**config.mk**
```make
export PLATFORM = sky130hd
export DESIGN_NAME = exec_cond_stage
export DESIGN_NICKNAME = d
export VERILOG_FILES = /design/src/rtl/exec_cond_stage.sv
export SDC_FILE = /design/constraint.sdc
export NUM_CORES = 1
export LEC_CHECK = 0
export ABC_AREA = 1
export CORE_ASPECT_RATIO = 1.4
export CORE_MARGIN = 5
export CORE_UTILIZATION = 25
export CTS_BUF_LIST = sky130_fd_sc_hd__clkbuf_16
export DETAILED_ROUTE_END_ITERATION = 12
export GPL_TIMING_DRIVEN = 0
export PLACE_DENSITY = 0.52
export REMOVE_ABC_BUFFERS = 1
export SETUP_SLACK_MARGIN = 0.15
export SLEW_MARGIN = 20
export SYNTH_ARGS = -nofsm -noshare
export SYNTH_HDL_FRONTEND = slang
export SYNTH_SLANG_ARGS = --single-unit
export TNS_END_PERCENT = 10
```
**constraint.sdc**
```tcl
create_clock -name clk -period 1.9 [get_ports clk]
set_input_delay 0.19 -clock clk [delete_from_list [all_inputs] [get_ports clk]]
set_output_delay 0.19 -clock clk [all_outputs]
set_load 0.02 [all_outputs]
```
**src/rtl/exec_cond_stage.sv**
```systemverilog
// exec_cond_stage: execute-side stage placed directly after the ALU.
// It holds the committed CNVZ flag register, which feeds the ALU's CNVZI input.
// It checks the ARM condition field against the committed flags. When the S bit
// is set and the condition passes, it commits the ALU flags. The instruction
// result goes into a one-entry valid/ready buffer toward writeback.
// It also counts squashed (condition-failed) instructions.
//
// Ports:
//   clk, rst        clock and synchronous active-high reset
//   in_valid/ready  handshake from the ALU side (in_ready is combinational)
//   alu_result      ALU result, bus bits wide
//   alu_flags       ALU flags, ordered C,N,V,Z from bit 3 down to bit 0
//   cond, set_flags ARM condition field and S bit of the instruction
//   wr_en_in, rd_in register write enable and destination index
//   flush           kills the buffered entry and blocks acceptance
//   flags_q         committed flags, ordered C,N,V,Z
//   out_*           buffered entry toward writeback, qualified by out_valid
//   squash_cnt      saturating count of accepted instructions whose condition failed
module exec_cond_stage #(
  parameter int unsigned bus      = 4,
  parameter int unsigned CNT_W    = 16,
  parameter logic [3:0]  FLAG_RST = 4'b0000
) (
  input  logic             clk,
  input  logic             rst,
  input  logic             in_valid,
  output logic             in_ready,
  input  logic [bus-1:0]   alu_result,
  input  logic [3:0]       alu_flags,
  input  logic [3:0]       cond,
  input  logic             set_flags,
  input  logic             wr_en_in,
  input  logic [3:0]       rd_in,
  input  logic             flush,
  output logic [3:0]       flags_q,
  output logic             out_valid,
  input  logic             out_ready,
  output logic [bus-1:0]   out_result,
  output logic [3:0]       out_rd,
  output logic             out_wr_en,
  output logic             out_executed,
  output logic [CNT_W-1:0] squash_cnt
);

  logic accept;
  logic pass;
  logic flag_c, flag_n, flag_v, flag_z;

  assign flag_c = flags_q[3];
  assign flag_n = flags_q[2];
  assign flag_v = flags_q[1];
  assign flag_z = flags_q[0];

  // The buffer can take a new entry when it is empty or is draining this cycle.
  assign in_ready = ~flush & (~out_valid | out_ready);
  assign accept   = in_valid & in_ready;

  // Evaluate the ARM condition against the committed flags.
  always_comb begin
    pass = 1'b0;
    case (cond)
      4'd0:  pass = flag_z;
      4'd1:  pass = ~flag_z;
      4'd2:  pass = flag_c;
      4'd3:  pass = ~flag_c;
      4'd4:  pass = flag_n;
      4'd5:  pass = ~flag_n;
      4'd6:  pass = flag_v;
      4'd7:  pass = ~flag_v;
      4'd8:  pass = flag_c & ~flag_z;
      4'd9:  pass = ~flag_c | flag_z;
      4'd10: pass = (flag_n == flag_v);
      4'd11: pass = (flag_n != flag_v);
      4'd12: pass = ~flag_z & (flag_n == flag_v);
      4'd13: pass = flag_z | (flag_n != flag_v);
      4'd14: pass = 1'b1;
      default: pass = 1'b0;
    endcase
  end

  // Output buffer, flag register and squash counter.
  always_ff @(posedge clk) begin
    if (rst) begin
      flags_q      <= FLAG_RST;
      out_valid    <= 1'b0;
      out_result   <= '0;
      out_rd       <= '0;
      out_wr_en    <= 1'b0;
      out_executed <= 1'b0;
      squash_cnt   <= '0;
    end else if (flush) begin
      out_valid <= 1'b0;
    end else if (accept) begin
      out_valid    <= 1'b1;
      out_result   <= alu_result;
      out_rd       <= rd_in;
      out_wr_en    <= wr_en_in & pass;
      out_executed <= pass;
      if (set_flags & pass) begin
        flags_q <= alu_flags;
      end
      // The counter saturates at all-ones instead of wrapping.
      if (~pass && (squash_cnt != {CNT_W{1'b1}})) begin
        squash_cnt <= squash_cnt + CNT_W'(1);
      end
    end else if (out_valid & out_ready) begin
      out_valid <= 1'b0;
    end
  end

endmodule
```
Word level (Yosys, flattened, before mapping)
Cells that the tools add are included.
Widths: inputs -> output; s select.
- add/subtract/negate cells: 1
- reduce and logical (&&, ||, !) cells: 7
- equality and inequality tests: 17
- bitwise gates (word level): 17
- multiplexer cells: 3
- operators with widths (kind ; number):
    $eq 4x4->1 const B ; 7
    $add 16x1->16 const B ; 1
    $eq 4x3->1 const B ; 4
    $ne 16x16->1 const B ; 1
    $pmux 1 s15 ; 1
    $eq 4x2->1 const B ; 2
    $and 1x1->1 ; 7
    $not 1->1 ; 7
    $reduce_and 3->1 ; 2
    $eq 4x1->1 const B ; 1
    $logic_not 4->1 ; 1
    $or 1x1->1 ; 3
    $mux 1 ; 2
    $reduce_and 2->1 ; 1
    $reduce_bool 2->1 ; 1
    $reduce_or 2->1 ; 1
    $eq 1x1->1 ; 1
    $logic_and 1x1->1 ; 1
    $ne 1x1->1 ; 1
- register bits after elaboration: 31
- bits of input ports: 23
- output and inout bits: 32
- logic and storage cells: 52

Depth between registers and ports, before layout
Gate-level depths: netlist (run 1).
- word-level depth: 6
- mapped depth: 13
- depth with buffers taken out: 13

Least setup slack after synthesis (run 1)
Ideal clock, no wire load.
- path kind: flip-flop to flip-flop
- from: reg squash_cnt[1]
- to: reg squash_cnt[6]
- path slack: 308 ps
- library setup time: 113 ps
- buffers on the path: 1
- clock period less this slack: 1592 ps
- stages on the path, launching flop included: 10
- required time: 1787 ps
- arrival: 1479 ps
- cells stage by stage: dfxtp_1 -> ha_1 -> nand2_1 -> nor2_1 -> nand4_1 -> buf_4 -> nand4_1 -> nand2_1 -> nand2_1 -> nor2_1
- longest elaborated chain between the ends: 3
- elaborated cells on any way between the ends: 4
- classes of those cells: 1 x add/sub; 1 x eq/ne; 2 x reduce/logical
- RTL lines (what ; line ; source):
    start, declared ; 42 ; output logic [CNT_W-1:0] squash_cnt
    start signal, assigned ; 104 ; squash_cnt <= squash_cnt + CNT_W'(1);
    parallel branches: the longest is 3 deep, another holds $add 16x1->16 ; -- ;
Parallel ways; which one is timed is not known.
A chain may end at the register's enable or synchronous reset.

Worst setup path in the final report (run 1)
- from: reg squash_cnt[0]
- to: reg squash_cnt[1]
Same word-level chain as after synthesis.

==> metrics.cfg, run 1 <==
[global_routing]
antenna_found_initial=0
grt_pass1_vias=1794
grt.overflow.total=0
grt_pass1_wl_um=7960
grt_max_degree=20
grt.total_usage=0.115

[timing]
finClkSkew_ns=0.00393
rsz0062_at_grt=true
setup_viol=0
fin_ws_ns=0.262
drv_slew=0
hold_viol_final=0
fin_crit_ns=1.64
whs_ns=0.460
fin_crit_sh=0.862
max_slew_margin=0.648
tightest_slew_ns=0.527
max_freq_mhz=610

[place]
portBuffers=54
placed_cell_area_um2=2360
gp_congestion=0.807
dp_slack_ns=-0.776
place_inst=422
dp_hpwl_um=3470

[clock_tree]
clock_sinks=31
cts.hold.buffers_added=0
cts_buffer_depth=2
cts_max_level=2
clk_latency_ns=0.27
cts-root-buf=clkbuf_16
cts_buffers=5
tritoncts=built
clkTransAtPathRegs_ns=0.05

[finish]
multi_input_comb_area_um2=987
layout.nets=382
area.sequential_um2=623
diodes=0
stdcell_count=454
fillers=736
area_growth_pct=60.9
design_area_um2=2820
drive_gt1_frac=0.159

[synth]
synth_area_um2=1750
ys_seq_area_frac=0.354
yosys_register_bits=31
synth_cell_types=28
synthArstFlopShare=0
synth.avg_cell_area_um2=6.26
synth_top_area_cell=dfxtp_1
synth_cells=280
yosys-top-cells-area=dfxtp_1, nand2_1, nor2_1
ys_top_cells_by_count=nand2_1, nor2_1, inv_1
yosys_warnings=0
synth.top_cell.area_share=0.354
synth_top_flop_cell=dfxtp_1
synth_edf_count=0
synth_most_common_cell=nand2_1

[route]
routedWlPerCell_um=10.9
drtIter0Drc=85
firstDrtPassIters=4
ant_nets=0
wl_um=4940
vias_per_cell=4.22
drt_drc_violations_left=0
vias=1917

[die]
core-area_um2=6890
rows=36
start_util=0.254
ios=55
fp.dieArea_um2=8800
fp.dieH_um=109
die_w_um=80.7

[min_path]
hold_path_class=flop to flop
holdPathStages=2
min_from=out_rd[2]
min_to=out_rd[2]

[outcome]
status=finished, final reports clean

[worst_setup_path]
regToRegStartpoint=squash_cnt[0]
crit_required_ns=2.07
startpoint_type=flop
cp.arrival_ns=1.81
worstReg2RegEnd=squash_cnt[1]
reg2reg_depth=9
worstSetupPathType=flop to flop
cp-end-kind=flop
path_max_fanout=5
worst-r2r-setup-slack_ns=0.26

[power_and_ir_drop]
p_leak_nw=1.22
powerDensity_nw_per_um2=683
irDropWorstVdd_uv=449
finalPower_mw=1.92

[flow_run]
maxCapViolCount=0

placed cells by master, fill, tap and decap left out, types with 3 or more instances in the layout:
master and n:
nor2_1 45, nor2_4 4, inv_2 4, dfxtp_1 29
nand3_1 15, a21oi_1 10, nand4_1 9, o21bai_1 3
o21ai_1 7, nor3_1 4, clkdlybuf4s50_1 50, a21oi_2 3
nand2_2 3, buf_4 20, nand2_1 81, dlymetal6s2s_1 3
inv_1 39, clkbuf_16 5
through the flow:
step	setup TNS (ns)	util
final	0	0.409
after global routing	0	0.409
after CTS	0	0.387
after detailed placement	-13.51	0.343
after global placement	-13.58	0.343
after floorplan	0	-
layer usage:
metal | share of wire | global-route usage
met1 | 0.41 | 0.130
met2 | 0.49 | 0.193
met3 | 0.082 | 0.0446
met4 | 0.015 | 0.0423
met5 | 0 | 0
critical path: stages (launching register included):
cell and delay, ns:
dfxtp_1 0.38, ha_1 0.19, nand2_2 0.11, nor2_4 0.16, nand4_1 0.17, buf_4 0.21, nand4_2 0.14, nand2_1 0.07
nand2_1 0.06, nor2_1 0.05
cell type report:
type | instances | share of cell area
clock buffers | 5 | 0.0444
clock inverters | 3 | 0.0138
inverters | 45 | 0.0626
multi-input cells | 198 | 0.350
flip-flops and latches | 31 | 0.221
well taps | 95 | 0.0422
repair buffers | 77 | 0.266
registers in the layout, summed over array words and instances (netlist names):
name,count
flags_q,4
out_executed,1
out_rd,4
out_result,4
out_valid,1
out_wr_en,1
squash_cnt,16
power breakdown:
group	total (mW)	switching, mW	internal (mW)
registers	0.693	0.0191	0.674
logic	0.335	0.170	0.164
clock network	0.896	0.286	0.611
total	1.92	0.475	1.45
what timing repair did:
| item | 4_1_cts | 5_1_grt |
|---|---|---|
| setup buffers | 11 | 12 |
| resized for setup | 7 | 19 |
| setup endpoints to repair | 30 | 20 |
| pin swaps | 4 | 6 |
| gates cloned | 0 | 1 |
how the worst max path moves through the flow:
stage	start	end	slack, ns	depth (start not counted)
2_1_floorplan	squash_cnt[1]	squash_cnt[2]	0.004	8
3_3_place_gp	out_ready	squash_cnt[10]	-0.79	10
6_report	squash_cnt[0]	squash_cnt[1]	0.26	9
5_1_grt	flags_q[2]	flags_q[1]	0.14	13
3_5_place_dp	out_ready	squash_cnt[10]	-0.78	10
4_1_cts	squash_cnt[1]	squash_cnt[3]	0.16	9
cells by family after synthesis:
kind of cell | count (synthesis) | synth area share
DFF | 31 | 0.354
and+or+nand+nor | 169 | 0.426
adders and majority gates | 1 | 0.00714
buffers and inverters | 52 | 0.123
xor gates and xnor gates | 2 | 0.0100
AOI/OAI and AO/OA | 25 | 0.0793
No activity file was read; power rests on OpenSTA's default activity.
==> inputs of run 2 (changes only) <==
SKIP_CTS_REPAIR_TIMING = 1   (was unset)
==> run 2 against run 1 <==
  * Fmax down 1.2%
  * Routed wire length down 1.5%
  * Sequential power hardly changed
  * Clock-buffer cell count is the same
  * Worst hold slack hardly changed
  * Largest cell class unchanged
  * Largest power group unchanged
  * Highest routed layer unchanged
==> metrics.cfg, run 2 (synthesized netlist as in run 1, its figures left out) <==
[die]
fp.dieArea_um2=8800  ; unchanged
core-area_um2=6890  ; unchanged
rows=36  ; unchanged
die_w_um=80.7  ; unchanged
ios=55  ; unchanged
fp.dieH_um=109  ; unchanged
start_util=0.254  ; unchanged

[power_and_ir_drop]
p_comb_frac=0.169  ; -0.005
seqPwrFrac=0.364  ; +0.004
net-switching-power_mw=0.468  ; -1.5%
powerDensity_nw_per_um2=683  ; about the same
p_leak_nw=1.24  ; +1.1%
clockPowerShare=0.467  ; about the same
irDropWorstVdd_uv=448  ; -0.27%
internal_power_mw=1.44  ; -0.47%
power.share.switching=0.245  ; -0.00196
finalPower_mw=1.91  ; -0.73%

[timing]
whs_ns=0.460  ; -0.000122 ns
max_freq_mhz=603  ; -1.2%
setup_viol=0  ; unchanged
fin_crit_ns=1.66  ; +0.0204 ns
rsz0062_at_grt=true
tightest_slew_ns=0.523  ; -0.00422 ns
finalSetupTns_ns=0  ; unchanged
finClkSkew_ns=0.00317  ; -0.000754 ns
fin_crit_sh=0.873  ; +0.0107
hold_viol_final=0  ; unchanged
max_slew_margin=0.650  ; +0.00282
drv_slew=0  ; unchanged

[outcome]
status=finished, final reports clean

[clock_tree]
clk_latency_ns=0.27  ; about the same
cts_buffer_depth=2  ; unchanged
cts-root-buf=clkbuf_16
cts_buffers=5  ; unchanged
tritoncts=built
clock_sinks=31  ; unchanged
clkTransAtPathRegs_ns=0.05  ; about the same
cts_max_level=2  ; unchanged

[route]
drt_drc_violations_left=0  ; unchanged
drtIter0Drc=57  ; -33%
vias=1949  ; +1.7%
firstDrtPassIters=4  ; unchanged
vias_per_cell=4.30  ; +1.9%
routedWlPerCell_um=10.8  ; -1.2%
ant_nets=0  ; unchanged
wl_um=4870  ; -1.5%

[global_routing]
grt_max_degree=20  ; unchanged
busiest_layer=met2
grt_pass1_vias=1739  ; -3.1%
grt_pass1_wl_um=7730  ; -2.9%
use_met1=0.123  ; -0.00756
grt_use_met3=0.0455  ; +0.000826
grtUsageMet2=0.190  ; -0.00296
grt.total_usage=0.111  ; -0.00341
grt.overflow.total=0  ; unchanged
antenna_found_initial=0  ; unchanged

[finish]
largest_register_ffs=16  ; unchanged
regMostFlops=squash_cnt
diodes=0  ; unchanged
final_cell_mix=nand2_1, clkdlybuf4s50_1, nor2_1
stdcell_count=453  ; -0.22%
layout.nets=381  ; -0.26%
area_growth_pct=59.6
final_common_cell=nand2_1
design_area_um2=2800  ; -0.75%
drive_gt1_frac=0.168  ; +0.00882

[place]
place_inst=422  ; unchanged
portBuffers=54  ; unchanged
dp_hpwl_um=3470  ; unchanged
placed_cell_area_um2=2360  ; unchanged
gp_congestion=0.807  ; unchanged

[worst_setup_path]
worstSetupPathType=input port to flop
cp.arrival_ns=1.82  ; about the same
path_max_fanout=10  ; +5
startpoint_type=input port
crit_required_ns=2.06  ; about the same
cp-end-kind=flop

[min_path]
hold_path_class=flop to flop

[flow_run]
maxCapViolCount=0  ; unchanged

run 2: cell types whose count changed in the layout (fill, tap and decap cells not counted), sizes merged:
cell	delta
clkdlybuf4s50	+1
dlygate4sd2	-1
nand4	-1
run 2: final cells by class:
type | count | area [µm²]
Clock buffer | 5 | 125
Clock inverter | 3 | 38.8
Fill cell | 748 | 4100
Inverter | 45 | 176
Multi-Input combinational cell | 197 | 991
Sequential cell | 31 | 626
Tap cell | 95 | 119
Timing Repair Buffer | 77 | 721
run 2: path summary, 6_finish.rpt:
check / from / cells past startpoint / endpoint / slack (ns)
setup reg to reg: squash_cnt[0] / 9 / squash_cnt[14] / 0.27
hold reg to reg: out_rd[2] / 2 / out_rd[2] / 0.46
hold / removal: out_rd[2] / 2 / out_rd[2] / 0.46
setup / recovery: cond[2] / 11 / squash_cnt[0] / 0.24
run 2: stage by stage:
stage	utilization	worst slack (ns)
4_1_cts	0.367	-0.493
6_report	0.406	0.241
3_5_place_dp	0.343	-0.776
5_1_grt	0.406	0.0734
2_1_floorplan	-	0.00359
3_3_place_gp	0.343	-0.793
run 2: metal layers:
layer,share of wire,vias up
li1,-,1022
met1,0.40,864
met2,0.49,53
met3,0.084,10
met4,0.019,0
met5,0,-
run 2: power groups by stage:
stage | Clock (mW) | Sequential, mW | Combinational [mW]
finish | 0.893 | 0.695 | 0.322
global route | 0.943 | 0.699 | 0.353
CTS | 0.918 | 0.693 | 0.273
detailed placement | 0 | 0.706 | 0.272
global placement | 0 | 0.706 | 0.271
floorplan | 0 | 0.731 | 0.114
run 2: worst max-delay path, cell delays in order:
cell	delay, ns
clkdlybuf4s50_1	0.55
nand2_2	0.10
a21oi_2	0.14
nand2_1	0.07
nand2_1	0.06
nand2_1	0.08
nor2_4	0.14
buf_4	0.13
nand4_4	0.14
o21ai_1	0.17
nor2_1	0.05
==> inputs of run 3 (changes only) <==
REMOVE_ABC_BUFFERS = unset   (was 1)
SLEW_MARGIN = unset   (was 20)
==> run 3 against run 2 <==
  * Fmax is 3.1% higher
  * Die area unchanged
  * Global-route usage increased by 0.58 points
  * Core utilization decreased by 1.9 points
  * Critical path depth is the same
  * Non-clock buffer count fell by 13
  * Critical endpoint is now squash_cnt[13]
  * Largest cell class unchanged
==> metrics.cfg, run 3 (synthesized netlist as in run 1, its figures left out) <==
[outcome]
status=finished, final reports clean

[clock_tree]
tritoncts=built
cts-root-buf=clkbuf_16
clk_latency_ns=0.28  ; about the same
cts_buffer_depth=2  ; unchanged
clkTransAtPathRegs_ns=0.05  ; about the same
cts_buffers=5  ; unchanged
cts_max_level=2  ; unchanged
clock_sinks=31  ; unchanged

[power_and_ir_drop]
seqPwrFrac=0.394  ; +0.030
net-switching-power_mw=0.474  ; +1.2%
irDropWorstVdd_uv=301  ; -33%
clockPowerShare=0.433  ; -0.034
power.share.switching=0.270  ; +0.0246
p_comb_frac=0.173  ; +0.004
powerDensity_nw_per_um2=659  ; -3.5%
p_leak_nw=1.15  ; -6.8%
internal_power_mw=1.28  ; -11%

[flow_run]
maxCapViolCount=0  ; unchanged

[global_routing]
grt_pass1_vias=1838  ; +5.7%
grt_pass1_wl_um=8210  ; +6.3%
antenna_found_initial=0  ; unchanged
grt.total_usage=0.117  ; +0.00577
grt_max_degree=11  ; -45%
grt.overflow.total=0  ; unchanged

[route]
drt_drc_violations_left=0  ; unchanged
drtIter0Drc=48  ; -16%
wl_um=4950  ; +1.5%
vias_per_cell=4.32  ; +0.31%
routedWlPerCell_um=11.2  ; +4.5%
firstDrtPassIters=4  ; unchanged
ant_nets=0  ; unchanged
vias=1899  ; -2.6%

[synth]
synth_nets=304

[finish]
area_growth_pct=52.2
layout.nets=368  ; -3.4%
stdcell_count=440  ; -2.9%
regMostFlops=squash_cnt
largest_register_ffs=16  ; unchanged
drive_gt1_frac=0.122  ; -0.0459
final_cell_mix=nand2_1, clkdlybuf4s50_1, nor2_1
diodes=0  ; unchanged
final_common_cell=nand2_1

[die]
rows=36  ; unchanged
ios=55  ; unchanged
core-area_um2=6890  ; unchanged
fp.dieH_um=109  ; unchanged
start_util=0.254  ; unchanged
fp.dieArea_um2=8800  ; unchanged
die_w_um=80.7  ; unchanged

[worst_setup_path]
crit_required_ns=2.07  ; about the same
cp.arrival_ns=1.78  ; -0.04 ns
cp-end-kind=flop
path_max_fanout=6  ; -4
startpoint_type=input port
worstSetupPathType=input port to flop

[timing]
hold_viol_final=0  ; unchanged
fin_crit_sh=0.847  ; -0.0261
max_slew_margin=0.659  ; +0.00881
fin_ws_ns=0.291  ; +0.0496 ns
max_freq_mhz=622  ; +3.1%
finClkSkew_ns=0.00406  ; +0.000886 ns
rsz0062_at_grt=true
drv_slew=0  ; unchanged
fin_crit_ns=1.61  ; -0.0496 ns
finalSetupTns_ns=0  ; unchanged
setup_viol=0  ; unchanged
tightest_slew_ns=0.511  ; -0.0116 ns

[place]
portBuffers=54  ; unchanged
dp_hpwl_um=3680  ; +6.1%
place_inst=429  ; +1.7%
gp_congestion=0.783  ; -2.9%
dp_slack_ns=-0.101  ; +0.675 ns

[min_path]
hold_path_class=flop to flop

[run 3: through the flow]
step / utilization / power, mW / cell area [µm²] / hold slack, ns
6_report: 0.387 / 1.76 / 2670 / 0.465
5_1_grt: 0.387 / 1.85 / 2670 / 0.481
4_1_cts: 0.370 / 1.76 / 2550 / 0.468
3_5_place_dp: 0.350 / 0.992 / 2410 / 0.458
3_3_place_gp: 0.350 / 0.991 / 2410 / 0.451
2_1_floorplan: - / 0.859 / 1750 / 0.263
[run 3: area by class of cell]
class / instances / area [µm²]
Sequential cell: 31 / 631
Clock inverter: 3 / 11.3
Clock buffer: 5 / 125
Multi-Input combinational cell: 197 / 981
Fill cell: 744 / 4230
Tap cell: 95 / 119
Timing Repair Buffer: 57 / 581
Inverter: 45 / 169
Buffer: 7 / 50.0
[run 3: power by group through the flow]
stage / sequential, mW / combinational (mW) / clock, mW
finish: 0.692 / 0.304 / 0.761
global route: 0.695 / 0.335 / 0.815
CTS: 0.693 / 0.287 / 0.775
detailed placement: 0.706 / 0.286 / 0
global placement: 0.706 / 0.284 / 0
floorplan: 0.731 / 0.128 / 0
[run 3: worst paths after layout]
| path | from | to | slack [ns] | cells past startpoint |
|---|---|---|---|---|
| setup / recovery | out_ready | squash_cnt[13] | 0.29 | 11 |
| hold / removal | out_rd[2] | out_rd[2] | 0.47 | 2 |
| setup reg to reg | flags_q[2] | squash_cnt[10] | 0.30 | 12 |
| hold reg to reg | out_rd[2] | out_rd[2] | 0.47 | 2 |
[run 3: routing by layer]
metal  track usage  up-vias  wire length [µm]
met2         0.204       51              2440
met3        0.0413       11               410
met5             0        -                 0
met1         0.127      836              1970
met4        0.0495        0               121
li1              -     1001                 -
[run 3: worst max-delay path, cell delays in order]
cell and delay (ns):
clkdlybuf4s50_1 0.48, inv_1 0.04, nand2_1 0.12, nand3_4 0.13
nor2_4 0.22, buf_4 0.14, inv_1 0.03, nor2_1 0.09
nand4_1 0.13, o21ai_0 0.16, nor2_1 0.05
